===== config.mk =====
export PLATFORM = sky130hd
export DESIGN_NAME = uart_rx
export DESIGN_NICKNAME = d
export VERILOG_FILES = /design/src/rtl/uart_pkg.sv /design/src/rtl/uart_rx_sampler.sv /design/src/rtl/uart_rx.sv
export SDC_FILE = /design/constraint.sdc
export NUM_CORES = 1
export LEC_CHECK = 0
export CAP_MARGIN = 40
export CORE_AREA = 2 2 138 73
export DETAILED_ROUTE_END_ITERATION = 10
export DIE_AREA = 0 0 140 75
export MAX_ROUTING_LAYER = met4
export PLACE_DENSITY = 0.54
export SETUP_SLACK_MARGIN = 0.05
export SLEW_MARGIN = 25
export SYNTH_ARGS = -nofsm -noshare
export SYNTH_HDL_FRONTEND = slang
export SYNTH_SLANG_ARGS = --single-unit

===== constraint.sdc =====
create_clock -name clk -period 6.1 [get_ports clk]
set_input_delay 0.915 -clock clk [delete_from_list [all_inputs] [get_ports clk]]
set_output_delay 0.915 -clock clk [all_outputs]
set_load 0.02 [all_outputs]

===== src/rtl/uart_pkg.sv =====
// Shared UART definitions for the receive and transmit paths.
// Contents:
//   ST_*        - FSM state encoding (IDLE, START, DATA, PARITY, STOP)
//   PAR_EVEN/ODD- parity type selector values for PAR_TYP
//   PRESCALE_*  - legal oversampling ratios
//   expectedParity - parity bit a frame must carry for its data
package uart_pkg;

  localparam logic [2:0] ST_IDLE   = 3'd0;
  localparam logic [2:0] ST_START  = 3'd1;
  localparam logic [2:0] ST_DATA   = 3'd2;
  localparam logic [2:0] ST_PARITY = 3'd3;
  localparam logic [2:0] ST_STOP   = 3'd4;

  localparam logic PAR_EVEN = 1'b0;
  localparam logic PAR_ODD  = 1'b1;

  localparam logic [5:0] PRESCALE_8  = 6'd8;
  localparam logic [5:0] PRESCALE_16 = 6'd16;
  localparam logic [5:0] PRESCALE_32 = 6'd32;

  // dataXor is the XOR reduction of the data bits; odd parity inverts it
  function automatic logic expectedParity(input logic dataXor, input logic parTyp);
    return dataXor ^ (parTyp == PAR_ODD);
  endfunction

endpackage


===== src/rtl/uart_rx_sampler.sv =====
// Bit-timing and oversampling engine for the UART receiver.
// Ports:
//   clk, ARST     - system clock, asynchronous active-high reset
//   rxSync_i      - synchronized serial line
//   startFrame_i  - start edge seen this cycle (this cycle is edge 0)
//   active_i      - a frame is in progress (FSM not idle)
//   prescale_i    - oversampling ratio, latched at startFrame_i
//   sampledBit_o  - majority vote of the three mid-bit samples
//   bitTick_o     - last oversampling cycle of the current bit
module uart_rx_sampler (
  input  logic       clk,
  input  logic       ARST,
  input  logic       rxSync_i,
  input  logic       startFrame_i,
  input  logic       active_i,
  input  logic [5:0] prescale_i,
  output logic       sampledBit_o,
  output logic       bitTick_o
);

  logic [5:0] prescale_q;
  logic [5:0] edgeCnt_q, edgeCnt_d;
  logic [2:0] samples_q;
  logic [5:0] halfBit;
  logic [5:0] lastEdge;

  assign halfBit  = {1'b0, prescale_q[5:1]};
  assign lastEdge = prescale_q - 6'd1;

  // The start-detect cycle is edge 0 of the start bit, so the counter
  // resumes at 1; it wraps at P-1 so each bit restarts cleanly at 0.
  always_comb begin
    edgeCnt_d = edgeCnt_q;
    if (startFrame_i) begin
      edgeCnt_d = 6'd1;
    end else if (active_i) begin
      edgeCnt_d = (edgeCnt_q == lastEdge) ? 6'd0 : edgeCnt_q + 6'd1;
    end
  end

  // Prescale is captured once per frame so a mid-frame change cannot
  // stretch or shrink bits; samples are taken around the bit centre.
  always_ff @(posedge clk or posedge ARST) begin
    if (ARST) begin
      prescale_q <= 6'd0;
      edgeCnt_q  <= 6'd0;
      samples_q  <= 3'b000;
    end else begin
      edgeCnt_q <= edgeCnt_d;
      if (startFrame_i) begin
        prescale_q <= prescale_i;
      end
      if (active_i) begin
        if (edgeCnt_q == halfBit - 6'd1) samples_q[0] <= rxSync_i;
        if (edgeCnt_q == halfBit)        samples_q[1] <= rxSync_i;
        if (edgeCnt_q == halfBit + 6'd1) samples_q[2] <= rxSync_i;
      end
    end
  end

  assign sampledBit_o = (samples_q[0] & samples_q[1]) |
                        (samples_q[0] & samples_q[2]) |
                        (samples_q[1] & samples_q[2]);
  assign bitTick_o    = active_i && (edgeCnt_q == lastEdge);

endmodule


===== src/rtl/uart_rx.sv =====
// UART receiver: start detection, LSB-first deserialization, optional
// parity check and stop-bit check, with one-cycle result strobes.
// Ports:
//   clk, ARST   - system clock, asynchronous active-high reset
//   RX_IN       - raw serial line (idles high, asynchronous)
//   Prescale    - oversampling ratio (8, 16 or 32)
//   PAR_EN      - frame carries a parity bit
//   PAR_TYP     - 0 even, 1 odd parity
//   P_DATA      - last good received word
//   DATA_VALID  - pulse when P_DATA updates
//   PAR_ERR     - pulse on parity mismatch
//   STP_ERR     - pulse when the stop bit reads 0
module uart_rx
  import uart_pkg::*;
#(
  parameter int DATA_WIDTH = 8
) (
  input  logic                  clk,
  input  logic                  ARST,
  input  logic                  RX_IN,
  input  logic [5:0]            Prescale,
  input  logic                  PAR_EN,
  input  logic                  PAR_TYP,
  output logic [DATA_WIDTH-1:0] P_DATA,
  output logic                  DATA_VALID,
  output logic                  PAR_ERR,
  output logic                  STP_ERR
);

  localparam int CNT_W = (DATA_WIDTH > 1) ? $clog2(DATA_WIDTH) : 1;
  localparam logic [CNT_W-1:0] LAST_BIT = CNT_W'(DATA_WIDTH - 1);

  logic                  rxMeta_q, rxSync_q;
  logic [2:0]            state_q, state_d;
  logic [CNT_W-1:0]      bitCnt_q, bitCnt_d;
  logic [DATA_WIDTH-1:0] shiftReg_q, shiftReg_d;
  logic                  parFail_q, parFail_d;
  logic [DATA_WIDTH-1:0] pData_q, pData_d;
  logic                  dataValid_q, dataValid_d;
  logic                  parErr_q, parErr_d;
  logic                  stpErr_q, stpErr_d;
  logic                  startFrame;
  logic                  sampledBit;
  logic                  bitTick;

  // Two-flop synchronizer; resets to the idle-high line level so no
  // false start is seen as reset releases.
  always_ff @(posedge clk or posedge ARST) begin
    if (ARST) begin
      rxMeta_q <= 1'b1;
      rxSync_q <= 1'b1;
    end else begin
      rxMeta_q <= RX_IN;
      rxSync_q <= rxMeta_q;
    end
  end

  assign startFrame = (state_q == ST_IDLE) && !rxSync_q;

  uart_rx_sampler uSampler (
    .clk          (clk),
    .ARST         (ARST),
    .rxSync_i     (rxSync_q),
    .startFrame_i (startFrame),
    .active_i     (state_q != ST_IDLE),
    .prescale_i   (Prescale),
    .sampledBit_o (sampledBit),
    .bitTick_o    (bitTick)
  );

  // Frame FSM. All decisions happen on bitTick; strobes default low so
  // they only ever last the single cycle after the stop decision.
  always_comb begin
    state_d     = state_q;
    bitCnt_d    = bitCnt_q;
    shiftReg_d  = shiftReg_q;
    parFail_d   = parFail_q;
    pData_d     = pData_q;
    dataValid_d = 1'b0;
    parErr_d    = 1'b0;
    stpErr_d    = 1'b0;
    case (state_q)
      ST_IDLE: begin
        if (!rxSync_q) begin
          state_d   = ST_START;
          parFail_d = 1'b0;
        end
      end
      ST_START: begin
        if (bitTick) begin
          if (sampledBit) begin
            state_d = ST_IDLE;
          end else begin
            state_d  = ST_DATA;
            bitCnt_d = '0;
          end
        end
      end
      ST_DATA: begin
        if (bitTick) begin
          shiftReg_d = {sampledBit, shiftReg_q[DATA_WIDTH-1:1]};
          if (bitCnt_q == LAST_BIT) begin
            bitCnt_d = '0;
            state_d  = PAR_EN ? ST_PARITY : ST_STOP;
          end else begin
            bitCnt_d = bitCnt_q + CNT_W'(1);
          end
        end
      end
      ST_PARITY: begin
        if (bitTick) begin
          if (sampledBit != expectedParity(^shiftReg_q, PAR_TYP)) begin
            parFail_d = 1'b1;
          end
          state_d = ST_STOP;
        end
      end
      ST_STOP: begin
        if (bitTick) begin
          state_d  = ST_IDLE;
          stpErr_d = ~sampledBit;
          parErr_d = parFail_q;
          if (sampledBit && !parFail_q) begin
            dataValid_d = 1'b1;
            pData_d     = shiftReg_q;
          end
        end
      end
      default: begin
        state_d = ST_IDLE;
      end
    endcase
  end

  // State and output registers; reset discards any partial frame.
  always_ff @(posedge clk or posedge ARST) begin
    if (ARST) begin
      state_q     <= ST_IDLE;
      bitCnt_q    <= '0;
      shiftReg_q  <= '0;
      parFail_q   <= 1'b0;
      pData_q     <= '0;
      dataValid_q <= 1'b0;
      parErr_q    <= 1'b0;
      stpErr_q    <= 1'b0;
    end else begin
      state_q     <= state_d;
      bitCnt_q    <= bitCnt_d;
      shiftReg_q  <= shiftReg_d;
      parFail_q   <= parFail_d;
      pData_q     <= pData_d;
      dataValid_q <= dataValid_d;
      parErr_q    <= parErr_d;
      stpErr_q    <= stpErr_d;
    end
  end

  assign P_DATA     = pData_q;
  assign DATA_VALID = dataValid_q;
  assign PAR_ERR    = parErr_q;
  assign STP_ERR    = stpErr_q;

endmodule


### Word level (Yosys, flattened, before mapping)

Index checks and enable logic that the tools add are counted.

| word-level totals | value |
|---|---|
| word-level logic and storage cells | 92 |
| register bits | 43 |
| memory bits (writable) | 0 |
| memories kept | 0 |
| bits in latches | 0 |
| memory bits (read-only) | 0 |

| operators by class | value |
|---|---|
| multipliers | 0 |
| reduce and logical (&&, ||, !) cells | 19 |
| magnitude comparators | 0 |
| bitwise logic cells | 7 |
| equal/unequal tests | 18 |
| divide/modulo/power cells | 0 |
| muxes and demuxes | 28 |
| add/sub/neg operators | 5 |
| shifts and indexed selects | 0 |

Operators by type and width:

| cell | count |
|---|---|
| 3-bit 2-to-1 mux | 11 |
| 6-bit == test | 3 |
| 6-bit 2-to-1 mux | 3 |
| 2-bit inequality test, second input constant | 8 |
| 3-bit case mux with 5 select lines | 1 |
| 1-bit 2-to-1 mux | 10 |
| 2-bit AND reduction | 4 |
| 4-bit AND reduction | 2 |
| 8-bit XOR reduction | 1 |
| 5-bit by 1-bit adder with 6-bit output, second input constant | 1 |
| 6-bit by 1-bit adder with 6-bit output, second input constant | 1 |
| 3-bit by 2-bit == test with 1-bit output, second input constant | 2 |
| 3-bit == test, second input constant | 2 |
| 6-bit by 5-bit == test with 1-bit output | 1 |
| 3-bit case mux with 2 select lines | 1 |
| 6-bit AND reduction | 1 |
| 2-bit nonzero test | 3 |
| 5-bit by 1-bit subtractor with 6-bit output, second input constant | 1 |
| 6-bit by 1-bit subtractor with 6-bit output, second input constant | 1 |
| 3-bit by 1-bit adder with 3-bit output, second input constant | 1 |
| 1-bit AND | 3 |
| 3-bit by 1-bit == test with 1-bit output, second input constant | 1 |
| 1-bit logical AND | 3 |
| 3-bit logical NOT | 1 |
| 9 further kinds | 11 |

### Logic depth before layout (Yosys ltp)

| logic depth | value |
|---|---|
| depth after elaboration | 7 |
| mapped depth | 8 |
| mapped depth without buffers | 7 |

### Hierarchy

Synthesis repeated with hierarchy kept, for this count alone.

| second synthesis, totals | value |
|---|---|
| cell total of the unflattened synthesis | 223 |
| area total of the unflattened synthesis | 2,446.1 um2 |

Modules (own cells, without submodules):

| module | cells each | sequential area each (um2) | instances | area an instance (um2) |
|---|---|---|---|---|
| uart_rx | 97 | 703.2 | 1 | 1,272.5 |
| uart_rx_sampler | 126 | 375.4 | 1 | 1,173.6 |

### Worst setup path before layout

No wires, ideal clock.

| timing | value |
|---|---|
| path kind | register to register |
| from | register uSampler.prescale_q[2] |
| to | register shiftReg_q[0] |
| data arrival time | 2.420 ns |
| clock period less this slack | 2.545 ns |
| cell stages (with the launch flop) | 9 |
| path slack | 3.555 ns |
| setup time | 0.125 ns |
| cells stage by stage | dfrtp_1 > inv_1 > ha_1 > and2_1 > or4_4 > a211o_1 > or3_1 > buf_6 > mux2_4 |

| on the way | value |
|---|---|
| word-level cells in the longest chain between the ends | 4 |

Ends and longest elaborated chain:

| item | line | text |
|---|---|---|
| from (decl) | uart_rx_sampler.sv:21 | `logic [5:0] prescale_q;` |
| from (signal assigned) | uart_rx_sampler.sv:51 | `prescale_q <= prescale_i;` |
| 6-bit by 1-bit subtractor with 6-bit output | uart_rx_sampler.sv:28 | `assign lastEdge = prescale_q - 6'd1;` |
| 6-bit == test | uart_rx_sampler.sv:64 | `assign bitTick_o = active_i && (edgeCnt_q == lastEdge);` |
| 1-bit logical AND | uart_rx_sampler.sv:64 |  |
| 2-bit AND reduction (no line) | - |  |
| to (signal assigned) | uart_rx.sv:149 | `shiftReg_q <= shiftReg_d;` |
| to (decl) | uart_rx.sv:36 | `logic [DATA_WIDTH-1:0] shiftReg_q, shiftReg_d;` |

Every way passes these cells.
A chain may end at the register's enable or synchronous reset.

### Final worst setup path

| timing | value |
|---|---|
| from | register uSampler.prescale_q[2] |
| to | register pData_q[7], in the netlist P_DATA[7] |

| on the way | value |
|---|---|
| word-level cells in the longest chain between the ends | 4 |

Ends and longest elaborated chain:

| item | line | text |
|---|---|---|
| 6-bit by 1-bit subtractor with 6-bit output | uart_rx_sampler.sv:28 |  |
| 6-bit == test | uart_rx_sampler.sv:64 |  |
| 1-bit logical AND | uart_rx_sampler.sv:64 |  |
| 3-bit AND reduction (no line) | - |  |
| to (signal assigned) | uart_rx.sv:151 | `pData_q <= pData_d;` |
| to (decl) | uart_rx.sv:38 | `logic [DATA_WIDTH-1:0] pData_q, pData_d;` |

Every way passes these cells.

==> metrics.txt <==
outcome completed; Synth Register Bits 43; clock slew seen by the registers of the worst setup and hold paths 60 ps; worst path cell trace inv_1 -> ha_1 -> and2_1 -> or4_4 -> a211o_2 -> nor3_4 -> mux2_2; cell leakage power 1.223 nW; worst-path maximum fanout 13; largest net degree at the start of global routing between 40 and 50; Pre-antenna DRT Iters 4; CTS sink count 43; first-pass GRT wire length 9.970 mm; CTS Buf Count 5; post-synthesis sequential area ratio 0.4286; top_reg_cell synth dfrtp_1; peak supply drop 0.09555 mV; setup bufs post-CTS 0; Syn Area/Cell 10.44 um^2; Critical Path Source uSampler.prescale_q[2]; grt ovf 0; number of global-route vias before repair 1,805; hold path cells 0; post-synth top area share 0.4078; switching share of power 0.2261; Pwr per Cell Area slightly above 200 nW/um^2; port buffer count 21; NumNets Final approximately 270; Top delay family on crit path simple AND/OR/NAND/NOR gates; CP arrival 3110 ps; Layout fillers 949; Synth Net Count 259; Core Box Area 9228 um^2; FF-to-FF Start uSampler.prescale_q[2]; CP startpoint kind register; FFs w/ async S/R, synth 1.000; slowest CP cell dfrtp_1; post-synth cell types 55; Hold/Removal Path Class reg2reg; cts repair resizes 0; Post-Syn Area 2516 um^2; R2R depth 7; # IOs 22; clock power share 0.437; Routed met2 length 2.215 mm; fmax 340.6 MHz; area leader, netlist dfrtp_1; hold_buf cts 0; CP Class reg2reg; HPWL after DPL 4.293 mm; Worst Setup End Kind register; Die ar. 10,500 um^2; max incr delay on CP 500 ps; Syn. warnings 0; GP Congestion 0.7717; Psw 0.1350 mW; Hold Startpoint rxMeta_q; Final TNS setup 0 ps; Initial Utilization 0.2727; Placed Cells 370; Hold Violations, Final 0; Slew headroom 0.5640; Via-to-Cell Ratio 4.862; worst slew pin tran 649.1 ps; top post-synthesis cells by area dfrtp_1, mux2_2, xnor2_1; Max-cap violations 0; Metal-1 WL 3.551 mm; row count 25; endpoints failing setup 0; WL met3 204 um; clk buf depth 2; Tmin final 2936 ps; non-filler cells in the finished layout 378; cells after synthesis ~240; antenna violations before repair 0; Int Pwr ~0.46 mW; Slew Limit Fails 0; clock tree from TritonCTS done; sequential share of power 0.499; drt wl/cell ~16 um; antenna cells 0; top routing layer used met3; clk_lat worst skew between 200 and 300 ps; final core occ 0.3211; Place WS 3174 ps; final WL 5.971 mm; drt initial violations 193; final setup margin 3164 ps; global router's overall resource usage 0.1267; Logic pwr share 0.064; Die Y around 75 um; worst path bufs/invs 1; Cell Area, Placed 2823 um^2; routed vias about 1,800; worst clock skew 5.608 ps; drc violations 0; Syn-to-layout area delta 17.75%; post-route ant nets 0; final instance area between 2000 and 3000 um^2; H-Tree Depth 2; CP required 6270 ps; Final period util 0.4814; EDFF count, synth 0; Crit. path cell count 7; share of cells above drive strength 1 0.1751; root buffer cell clkbuf_16; RSZ-0062 raised after global routing no; chip width 140 um
[state kept, by name, summed over array words and instances, names as in the netlist, 3 cells and up]
name,cells
uSampler.edgeCnt_q,6
P_DATA,8
uSampler.samples_q,3
uSampler.prescale_q,6
state_q,3
bitCnt_q,3
shiftReg_q,8
[final timing paths]
| kind | endpoint | slack [ps] |
|---|---|---|
| worst max-delay path | P_DATA[7] | 3160 |
| worst min-delay path | rxSync_q | 360 |
| worst max register to register | P_DATA[7] | 3160 |
| worst min register to register | rxSync_q | 360 |
| max in group asynchronous | rxSync_q | 4630 |
| min in group asynchronous | P_DATA[0] | 1080 |
[power groups by stage]
stage / clock network [mW] / registers (mW) / logic, mW
after detailed placement: 0 / 0.303 / 0.0395
after floorplan: 0 / 0.300 / 0.0274
after CTS: 0.267 / 0.298 / 0.0396
after global placement: 0 / 0.303 / 0.0387
after global routing: 0.278 / 0.299 / 0.0425
final: 0.261 / 0.298 / 0.0385
[cell families after synthesis]
| kind of cell | share of synthesized area |
|---|---|
| flops | 0.4286 |
| mux | 0.1144 |
| fa+ha+maj | 0.03879 |
| compound gates | 0.1238 |
| simple gates | 0.1661 |
| xor+xnor | 0.08702 |
| buf+inv | 0.04127 |
[routing by layer]
layer	vias to the layer above	GRT usage
met3	0	0.02481
met4	0	0.01908
met5	-	-
met1	918	0.2058
met2	31	0.1571
li1	889	-
[cell usage in the layout, fill, tap and decap left out, types with 2 or more instances in the layout]
master           netlist  final
or3_1                  3      3
xor2_1                 7      7
clkbuf_16              0      5
a31oi_1                2      2
nor3_1                14     14
nand2_1               18     18
or2_2                  2      2
mux2_2                14     14
o31ai_1                2      2
nor2_1                11     11
ha_1                   7      7
dfstp_2                2      2
and2_1                 3      3
clkdlybuf4s50_1        0     21
mux2_4                 8      8
inv_1                  9      8
a211o_1                3      3
clkinv_2               0      3
o211ai_1               6      6
buf_4                  1      2
xnor2_1               18     18
nand3_1                7      7
o21ai_0               13     13
dfrtp_1               41     41
nand2b_1               6      6
[worst reg2reg max path, stage by stage (launching register included)]
cell and delay, ps:
dfrtp_1 500, inv_1 120, ha_1 200, and2_1 170, or4_4 490, a211o_2 470, nor3_4 490, mux2_2 390
[synthesized netlist by cell type (2+ instances only)]
master,number
a211o_1,3
a31oi_1,2
and2_1,3
buf_2,2
clkbuf_1,11
dfrtp_1,41
dfstp_2,2
ha_1,7
inv_1,9
mux2_2,14
mux2_4,8
nand2_1,18
nand2b_1,6
nand3_1,7
nor2_1,11
nor3_1,14
o211ai_1,6
o21ai_0,13
o31ai_1,2
or2_2,2
or3_1,3
xnor2_1,18
xor2_1,7
[through the flow]
stage	power (mW)	hold slack [ps]
detailed placement	0.3423	356.2
floorplan	0.3277	345.2
finish	0.5973	362.8
CTS	0.6045	363.7
global route	0.6195	371.4
global placement	0.3417	353.7
[area by class of cell]
class                   count  area (um^2)  share of cell area
inverters                   9        33.78             0.01140
flip-flops and latches     43         1079              0.3640
clock inverters             3        15.01            0.005068
clock buffers               5        125.1             0.04223
multi-input cells         174         1334              0.4502
repair buffers             23        225.2             0.07601
well taps                 121        151.4             0.05110
No activity file was read; power rests on OpenSTA's default activity.
